File: config.mk
export PLATFORM = sky130hd
export DESIGN_NAME = dmem_address_gen
export DESIGN_NICKNAME = d
export VERILOG_FILES = /design/src/rtl/dmem_address_gen.sv
export SDC_FILE = /design/constraint.sdc
export NUM_CORES = 1
export LEC_CHECK = 0
export ABC_AREA = 1
export CELL_PAD_IN_SITES_DETAIL_PLACEMENT = 1
export CELL_PAD_IN_SITES_GLOBAL_PLACEMENT = 1
export CORE_MARGIN = 3
export CORE_UTILIZATION = 46
export CTS_CLUSTER_DIAMETER = 100
export DETAILED_ROUTE_END_ITERATION = 6
export DONT_BUFFER_PORTS = 1
export PLACE_DENSITY_LB_ADDON = 0.05
export SYNTH_ARGS = -nofsm -noshare
export SYNTH_HDL_FRONTEND = slang
export SYNTH_SLANG_ARGS = --single-unit
File: constraint.sdc
create_clock -name clk -period 3 [get_ports clk]
set_input_delay 0.75 -clock clk [delete_from_list [all_inputs] [get_ports clk]]
set_output_delay 0.75 -clock clk [all_outputs]
set_load 0.03 [all_outputs]
File: src/rtl/dmem_address_gen.sv
// Diagonal tiled DMEM read-address generator for the binary-MLP datapath.
// Walks 8 start blocks x 8 sub-blocks x 2 words, one address per enabled clock.
module dmem_address_gen (
  input  logic       clk,
  input  logic       rst,
  input  logic       en,
  output logic [6:0] dmem_addr,
  output logic [2:0] nxt_start_block,
  output logic [2:0] nxt_sub_block
);

  logic [2:0] s_q, s_d;
  logic [2:0] b_q, b_d;
  logic       w_q, w_d;
  logic [6:0] addr_q, addr_d;
  logic [2:0] diag_d;

  always_comb begin
    w_d = ~w_q;
    b_d = b_q;
    s_d = s_q;
    if (w_q) begin
      b_d = b_q + 3'd1;
      if (b_q == 3'd7) begin
        s_d = s_q + 3'd1;
      end
    end
    diag_d = s_d + b_d;
    addr_d = {diag_d, b_d, w_d};
  end

  // Address is registered alongside state so en never reaches dmem_addr.
  always_ff @(posedge clk or negedge rst) begin
    if (!rst) begin
      s_q    <= 3'd0;
      b_q    <= 3'd0;
      w_q    <= 1'b0;
      addr_q <= 7'd0;
    end else if (en) begin
      s_q    <= s_d;
      b_q    <= b_d;
      w_q    <= w_d;
      addr_q <= addr_d;
    end
  end

  assign dmem_addr       = addr_q;
  assign nxt_start_block = s_d;
  assign nxt_sub_block   = b_d;

endmodule

Word level (Yosys, flattened, before mapping)

Index checks and enable logic that the tools add are counted.

Output and inout port bits: 13
Bits in registers: 14

Equal/unequal tests: 1
Add/sub/neg operators: 3
Bitwise logic cells: 1
Mux-type cells: 3

Operators by type and width:

| operator              | count |
|---|---|
| $mux W3               | 3 |
| $add A3 B1 Y3 const B | 2 |
| $add A3 B3 Y3         | 1 |
| $eq A3 B3 Y1 const B  | 1 |
| $not A1 Y1            | 1 |

Depth between registers and ports, before layout

Gate-level depths: netlist of the first run.

Word-level depth: 4
Gate-level depth with buffers: 12
Depth with buffers taken out: 12

Least setup slack after synthesis of the first run

OpenSTA, ideal clock, no wires.

Kind: reg-to-reg
Start: reg b_q[0]
End: reg addr_q[5] (netlist: dmem_addr[5])
Path buffers: 0
Setup slack: 0.516 ns
Data arrival time: 2.366 ns
Setup time: 0.118 ns
Clock period less this slack: 2.484 ns
Stages on the path, launching flop included: 9
Data required time: 2.882 ns
Cell sequence: dfrtp_1 ha_1 ha_1 nand2_1 xor2_1 ha_1 fa_1 nand2_1 nand2_1

Word-level cells in the longest chain between the ends: 4
Elaborated cells between the ends (all ways): 6

RTL lines:

| element                | line | source |
|---|---|---|
| from (decl)            | 13   | `logic [2:0] b_q, b_d;` |
| from (signal assigned) | 36   | `b_q <= 3'd0;` |
| from (signal assigned) | 41   | `b_q <= b_d;` |
| $eq A3 B3 Y1           | 24   | `if (b_q == 3'd7) begin` |
| $mux W3                | 24   |  |
| $mux W3                | 22   | `if (w_q) begin` |
| via nxt_start_block[0] | 8    | `output logic [2:0] nxt_start_block,` |
| $add A3 B3 Y3          | 28   | `diag_d = s_d + b_d;` |
| via diag_d[1]          | 16   | `logic [2:0] diag_d;` |
| to (signal assigned)   | 43   | `addr_q <= addr_d;` |
| to (decl)              | 15   | `logic [6:0] addr_q, addr_d;` |

The timed path passes the listed nets, and every way through them passes these cells.
A chain may end at the register's enable or synchronous reset.

Worst setup path after layout of the first run

Start: reg b_q[0]
End: out nxt_start_block[1]

Word-level cells in the longest chain between the ends: 3

RTL lines:

| element      | line |
|---|---|
| $eq A3 B3 Y1 | 24 |
| $mux W3      | 24 |
| $mux W3      | 22 |
| to (decl)    | 8 |

No other way between the ends.

==> results of run 1 <==
==> area by class of cell <==
type,instances,area share (%)
sequential,10,35.15
multi-input combinational,55,46.40
tap,14,2.460
timing repair buffer,5,5.272
clock buffer,4,5.097
inverter,10,5.624
==> layout by cell type (no fill, tap or decap), types with 2 or more instances in the layout <==
cell,Yosys,final
sky130_fd_sc_hd__nand2_1,27,27
sky130_fd_sc_hd__dfrtp_1,10,10
sky130_fd_sc_hd__inv_1,8,8
sky130_fd_sc_hd__o21ai_0,6,6
sky130_fd_sc_hd__ha_1,5,5
sky130_fd_sc_hd__buf_4,1,5
sky130_fd_sc_hd__nand3_1,4,4
sky130_fd_sc_hd__xor2_1,3,3
sky130_fd_sc_hd__nand2_2,3,3
sky130_fd_sc_hd__clkbuf_4,0,3
sky130_fd_sc_hd__nand2_4,2,2
==> stage by stage <==
step	hold WS, ns	cell area (um2)	worst slack (ns)
after floorplan	0.4544	653.1	0.5162
after global placement	0.4547	675.6	0.6470
after detailed placement	0.4547	675.6	0.5340
after CTS	0.1633	711.9	0.3092
after global routing	0.1440	711.9	0.2192
final	0.1694	711.9	0.3125
==> cells by family (layout without fill, tap and decap cells) <==
kind of cell | Yosys count | after routing
and+or+nand+nor | 39 | 39
xor gates and xnor gates | 3 | 3
adders and majority gates | 6 | 6
DFF | 10 | 10
AOI/OAI and AO/OA | 7 | 7
buffers and inverters | 13 | 19
==> synth_stat cells <==
cell type and number:
sky130_fd_sc_hd__nand2_1 27, sky130_fd_sc_hd__dfrtp_1 10, sky130_fd_sc_hd__inv_1 8, sky130_fd_sc_hd__o21ai_0 6
sky130_fd_sc_hd__ha_1 5, sky130_fd_sc_hd__nand3_1 4, sky130_fd_sc_hd__nand2_2 3, sky130_fd_sc_hd__xor2_1 3
sky130_fd_sc_hd__nand2_4 2, sky130_fd_sc_hd__a21oi_2 1, sky130_fd_sc_hd__buf_4 1, sky130_fd_sc_hd__buf_6 1
sky130_fd_sc_hd__clkbuf_8 1, sky130_fd_sc_hd__fa_1 1, sky130_fd_sc_hd__inv_2 1, sky130_fd_sc_hd__inv_4 1
sky130_fd_sc_hd__nand3_2 1, sky130_fd_sc_hd__nand4_1 1, sky130_fd_sc_hd__nor2_1 1
==> critical path, stage by stage, from the launching register on <==
cell and delay, ns:
sky130_fd_sc_hd__dfrtp_1 0.53, sky130_fd_sc_hd__ha_1 0.30, sky130_fd_sc_hd__ha_1 0.24, sky130_fd_sc_hd__nand2_1 0.12, sky130_fd_sc_hd__nor2_1 0.06, sky130_fd_sc_hd__a21oi_2 0.41
==> state kept, by name, summed over array words and instances (netlist names) <==
signal     count
b_q            2
dmem_addr      5
s_q            3
==> worst min-delay path by stage <==
stage	cells past startpoint	endpoint	slack [ns]
final	0	s_q[1]$_DFFE_PN0P_	0.17
after global routing	0	dmem_addr[6]$_DFFE_PN0P_	0.14
after CTS	0	dmem_addr[6]$_DFFE_PN0P_	0.16
after detailed placement	0	s_q[1]$_DFFE_PN0P_	0.45
after global placement	0	s_q[0]$_DFFE_PN0P_	0.45
after floorplan	0	b_q[0]$_DFFE_PN0P_	0.45
==> per-layer routing <==
metal | routed length [um] | up-vias | track usage [%]
met2 | 776 | 12 | 31.40
met4 | 19 | 0 | 7.229
met5 | 0 | - | 0
li1 | - | 253 | -
met3 | 64 | 2 | 4.979
met1 | 634 | 259 | 23.85
==> flow_results.org, run 1 <==
** Clocking
- CTS placed an instance of sky130_fd_sc_hd__clkbuf_4 at the clock tree root.
- Post-CTS timing repair inserted 0 buffers for setup.
- TritonCTS built the clock tree.
- Resized Gates After CTS :: 0
- Clock input transition at the sequential cells of the worst setup and hold paths :: 0.07 ns
- Clock latency reported for the late side of the worst-skew pair :: 0.27 ns
- In this run, CTS created clock tree buffers numbering 3.
- Clock tree synthesis found a total of 10 sinks.
- Hold buffer count at cts :: 0
- Clock Tree Buf Depth :: 2
- In this run the number of H-tree levels came out at 1.

** Setup path
- Data required time of the worst path :: 2.25 ns
- In this run the critical register-to-register path is captured at dmem_addr[6]$_DFFE_PN0P_.
- Of all nets on the critical path, the largest fanout is 4.
- Measured in cells, the most critical reg-to-reg path has a length of 12.
- Kind of end point of the critical path :: output pin
- CP Class :: register to output pin
- The most critical setup path has its endpoint at nxt_start_block[1].
- STA classifies the critical path startpoint as a register.
- R2R setup slack :: 0.51 ns
- Data arrives at the worst endpoint at 1.94 ns.
- Worst r2r src :: b_q[0]$_DFFE_PN0P_
- The critical path starts at b_q[0]$_DFFE_PN0P_.

** Timing
- Achievable frequency :: 372.1 MHz
- Share of the clock period used by the worst path after layout :: 89.58%
- Setup repair after global routing left no endpoint under its margin.
- In this run the tightest slew margin relative to its limit is between 60% and 70%.
- Setup tns final :: 0 ns
- The max-slew violation total from the final report was 0.
- After layout, the minimum clock period comes to 2.687 ns.
- Setup violations remaining at the end of the flow were counted as 0.
- At the pin with the least slew margin, the transition time is 0.5353 ns.
- Clock skew on the completed layout was measured at approximately 0.0029 ns.
- The hold violation count in the final report is 0.

** Synthesis
- The synthesized netlist devotes 12.64% of its cell area to adder and majority cells.
- Dominant combinational cell family by area after synthesis :: simple AND/OR/NAND/NOR gates
- The biggest area contributor in the post-synthesis netlist is sky130_fd_sc_hd__dfrtp_1.
- Proportion of synthesized chip area in sequential cells :: 38.31%
- After synthesis the cells add up to between 600 and 700 um2.
- The number of nets in the synthesized netlist is 87.
- Average cell area after synthesis :: 8.373 um2
- Count of yosys warnings during synthesis :: 0
- Multiplexer fraction of the synthesized cell area :: 0%
- Number of storage elements in the synthesis netlist :: 10
- Fraction of the mapped netlist area in compound gates :: 5.939%
- Top cell type's share of synthesized area :: roughly two fifths
- After Yosys synthesis, XOR and XNOR cells account for 4.023% of the synthesized area.
- Post-synthesis cell type count :: 19
- Leading post-synthesis cells by cell area :: sky130_fd_sc_hd__dfrtp_1 38%, sky130_fd_sc_hd__nand2_1 16%, sky130_fd_sc_hd__ha_1 9.6%, sky130_fd_sc_hd__o21ai_0 4.6%, sky130_fd_sc_hd__inv_1 4.6%
- Counting every instance in the synthesized netlist gives 78.
- The synthesized netlist devotes 27.97% of its cell area to simple gates.

** Floorplan
- Die extent in x :: between 40 and 50 um
- The floorplan step defined a die boundary enclosing about 1900 um2.
- Placement row count :: 12
- Initial standard-cell utilization of the core :: 53.70%
- The core region is 1216 um2.
- Boundary pin count :: 16
- Die Height :: 43.68 um

** Layout
- Area of the multi-input gates :: 330.3 um2
- Post-Route Utilization :: 58.54%
- Cell Count, Final, Fillers Out :: 98
- Compared with the post-synthesis result, the final layout area differs by 9.004%.
- Flip-flop and latch area :: ~250 um2
- After filler insertion, the fill cell instance count of the layout stands at 161.
- Cells with a size suffix above 1 make up 21.43% of the layout.
- Total inserted antenna cells :: 0
- The final layout contains 94 nets.

** Detailed routing
- Remaining routing DRC violations :: 0
- Number of search-and-repair iterations in the first detailed-routing pass :: 2
- Post-detailed-route count of antenna-violating nets :: 0
- Dividing the detail-routed via count by the number of cells gives 5.367.
- After detailed routing, the average wire length per cell comes to ~15 um.
- The final layout contains routed wiring with a total length of 1.494 mm.
- The first routing iteration left 8 violations.
- Summing over every cut layer, the via total after detailed routing is 526.

** Global route
- Overall routing resource usage :: 19.13%
- Via count of the first global-routing pass :: 562
- The initial antenna violation count is 0.
- Total congestion overflow :: 0
- The first global-routing pass estimated between 2 and 3 mm of wire.
- Maximum number of pins on one net before global-route repair :: 12

** Worst hold path
- Path category of the worst min-delay check :: input pin to async pin

** Placement
- Count of input and output buffers :: 0
- Final weighted congestion in routability-driven placement :: 0.7334
- Counting tap cells, the placed design contains a total of 94 instances.
- The HPWL after detailed placement is 1.182 mm.

** Run status
- Status :: finished clean

** Flow run
- The tool flagged a number of max-cap violations equal to 0.
Power of run 1 is left out: the tool's default activity adds up to more than one toggle a clock period on the data nets, which glitch-free logic cannot reach.
==> inputs of run 2 (changes only) <==
Settings changed: GPL_TIMING_DRIVEN from default to 0.
==> run 2 against run 1 <==
First-iteration DRC count shrank 50%. Register-to-register slack worse by 0.26 ns. Core utilization decreased by 0.41 points. Non-clock buffer count is 2 lower. Sequential cell count stayed put. Setup slack lost 0.22 ns. Hold slack better by 0.0017 ns. Maximum frequency down 7.6%. Via count decreased by 4.4%.
==> flow_results.org, run 2 (synthesis gave the netlist of run 1 again) <==
** Layout
- Commonest cells after routing, fill and taps aside :: 27 x sky130_fd_sc_hd__nand2_1, 10 x sky130_fd_sc_hd__dfrtp_1, 8 x sky130_fd_sc_hd__inv_1, 6 x sky130_fd_sc_hd__o21ai_0, 5 x sky130_fd_sc_hd__ha_1 (was 27 x sky130_fd_sc_hd__nand2_1, 10 x sky130_fd_sc_hd__dfrtp_1, 8 x sky130_fd_sc_hd__inv_1, 6 x sky130_fd_sc_hd__o21ai_0)
- The utilization of the core after routing was 58.13% (was 58.54%).
- Commonest non-fill, non-tap cell in the layout :: sky130_fd_sc_hd__nand2_1 (unchanged)
- Final layout net count :: 92 (was 94)
- The layout overhead on the synthesized area was 8.238% (was 9.004%).
- The fraction of layout cells with a size suffix above 1 came to 19.51% (was 21.43%).
- The number of diodes was 0 (unchanged).
- The number of flip-flops in the largest register was 5 (unchanged).

** Clocking
- The number of hold-repair buffers added at the cts stage is 0 (unchanged).
- Clock Tree Buf Depth :: 2 (unchanged)
- Clock input transition at the sequential cells of the worst setup and hold paths :: 0.07 ns (about the same)
- The TritonCTS buffer count came to 3 (unchanged).
- The number of sinks on the clock net came to 10 (unchanged).
- Resized Gates After CTS :: 0 (unchanged)
- Cell at the root of the clock tree :: sky130_fd_sc_hd__clkbuf_4 (unchanged)
- Post-CTS setup buffer count :: 0 (unchanged)
- CTS tree :: built (unchanged)
- The H-tree depth was 1 (unchanged).
- Clock latency reported for the late side of the worst-skew pair :: 0.26 ns (was 0.27 ns)

** Global route
- The combined global-route utilization of all metal layers is 17.13% (was 19.13%).
- The pin count of the biggest net entering global routing came to 11 (was 12).
- Global-route wire length before repair :: 2.380 mm (was 2.608 mm)
- The initial antenna violation count was 0 (unchanged).
- The residual overflow from global routing was 0 (unchanged).
- The via count of the first global-routing pass is 489 (was 562).

** Timing
- Setup tns final :: 0 ns (unchanged)
- Setup repair after global routing missed its margin :: no (unchanged)
- Final worst path period need :: 2.908 ns (was 2.687 ns)
- Achievable frequency :: 343.9 MHz (was 372.1 MHz)
- Share of the clock period used by the worst path after layout :: 96.93% (was 89.58%)
- The final-report setup violation count was 0 (unchanged).
- Final Hold Viols :: 0 (unchanged)
- WHS :: 0.1711 ns (was 0.1694 ns)
- The worst clock skew is 0.0008288 ns (was 0.002854 ns).
- The max-slew violation total from the final report was 0 (unchanged).
- The slew at the pin closest to its max-slew limit came to 1.239 ns (was 0.5353 ns).
- Slew margin rel. :: 16.53% (was 64.31%)

** Placement
- The placer congestion estimate came to 0.7097 (was 0.7334).
- The count of input and output buffers came to 0 (unchanged).
- Final HPWL DP :: 1.113 mm (was 1.182 mm)

** Setup path
- CP Class :: register to output pin (unchanged)
- Data required time of the worst path :: 2.25 ns (about the same)
- The worst endpoint data arrival time was 2.16 ns (was 1.94 ns).
- Slowest Stage Delay on Critical Path :: 0.95 ns (was 0.53 ns)
- The sum of buffers and inverters on the critical path is 1 (was 0).
- Kind of end point of the critical path :: output pin (unchanged)
- CP startpoint kind :: register (unchanged)
- The largest fanout on the critical path came to 4 (unchanged).
- The library cell contributing the largest single delay on the critical path was sky130_fd_sc_hd__o21ai_0 (was sky130_fd_sc_hd__dfrtp_1).
- Family of cells with the greatest summed delay on the critical path :: compound AO/OA/AOI/OAI gates (was adder cells)
- Ordered list of cells on the worst path :: ha_1, inv_1, o21ai_0 (was ha_1, ha_1, nand2_1, nor2_1, a21oi_2)

** Detailed routing
- The total wire length was 1.397 mm (was 1.494 mm).
- Highest Signal Layer :: met4 (unchanged)
- Met3 layer wire length in the routed design :: 63 um (was 64 um)
- Overall via count from detail_route :: 503 (was 526)
- The routed via count divided by cell count was 5.240 (was 5.367).
- Initial drt markers :: 4 (was 8)
- The routed length on met1 is 588 um (was 634 um).
- Remaining routing DRC violations :: 0 (unchanged)
- Post-detailed-route count of antenna-violating nets :: 0 (unchanged)
- Routed met2 length :: 737 um (was 776 um)
- WL/cell :: 14.55 um (was 15.24 um)
- Number of search-and-repair iterations in the first detailed-routing pass :: 2 (unchanged)

** Floorplan
- Boundary pin count :: 16 (unchanged)
- The die height came to 43.68 um (unchanged).
- The core area is 1216 um2 (unchanged).
- The total die area is 1908 um2 (unchanged).
- Die extent in x :: 43.68 um (unchanged)
- The number of rows in the core area is 12 (unchanged).
- The starting density of the core was 53.70% (unchanged).

** Worst hold path
- Path category of the worst min-delay check :: input pin to async pin (unchanged)

** Flow run
- The reported max-cap violation count was 0 (unchanged).

** Run status
- Status :: finished clean (unchanged)
[run 2: cell count changes in the layout (fill, tap and decap cells not counted), sizes merged]
cell    before  now
clkbuf       4    5
buf          5    2
[run 2: metrics by stage]
step | worst slack (ns) | instance area (um2) | instances
after floorplan | 0.5162 | 653.1 | 78
after global placement | 0.3442 | 670.6 | 92
after detailed placement | 0.2420 | 670.6 | 92
after CTS | 0.07095 | 706.9 | 96
after global routing | 0.03902 | 706.9 | 96
final | 0.09209 | 706.9 | 96
[run 2: routing by layer]
| layer | global-route usage (%) | vias to the layer above |
|---|---|---|
| li1 | - | 250 |
| met1 | 20.87 | 242 |
| met2 | 28.20 | 9 |
| met3 | 5.809 | 2 |
| met4 | 5.422 | 0 |
| met5 | 0 | - |
[run 2: path summary, 6_finish.rpt]
| check | startpoint | end | slack (ns) | cells past startpoint |
|---|---|---|---|---|
| min in group clk | s_q[2]$_DFFE_PN0P_ | s_q[2]$_DFFE_PN0P_ | 0.56 | 2 |
| worst max-delay path | b_q[0]$_DFFE_PN0P_ | nxt_sub_block[1] | 0.09 | 3 |
| worst min register to register | s_q[2]$_DFFE_PN0P_ | s_q[2]$_DFFE_PN0P_ | 0.56 | 2 |
| max in group asynchronous | rst | b_q[1]$_DFFE_PN0P_ | 2.76 | 0 |
| worst min-delay path | rst | s_q[0]$_DFFE_PN0P_ | 0.17 | 0 |
| worst max register to register | b_q[0]$_DFFE_PN0P_ | dmem_addr[6]$_DFFE_PN0P_ | 0.25 | 10 |
[run 2: cell type report]
type | instances | area, um2
fill | 156 | 509.2
multi-input combinational | 55 | 330.3
sequential | 10 | 250.2
inverter | 10 | 40.04
clock buffer | 4 | 36.28
buffer | 3 | 32.53
tap | 14 | 17.52
[run 2: worst reg2reg max path: stages (launching register included)]
cell                      delay (ns)
sky130_fd_sc_hd__dfrtp_1        0.53
sky130_fd_sc_hd__ha_1           0.36
sky130_fd_sc_hd__inv_1          0.06
sky130_fd_sc_hd__o21ai_0        0.95
sky130_fd_sc_hd__fa_1           0.39
sky130_fd_sc_hd__inv_1          0.08
sky130_fd_sc_hd__nand3_1        0.08
sky130_fd_sc_hd__nand2_1        0.05
sky130_fd_sc_hd__nand2_1        0.06
sky130_fd_sc_hd__nand3_1        0.07
sky130_fd_sc_hd__nand2_1        0.06
Power of run 2 is left out for the same reason.
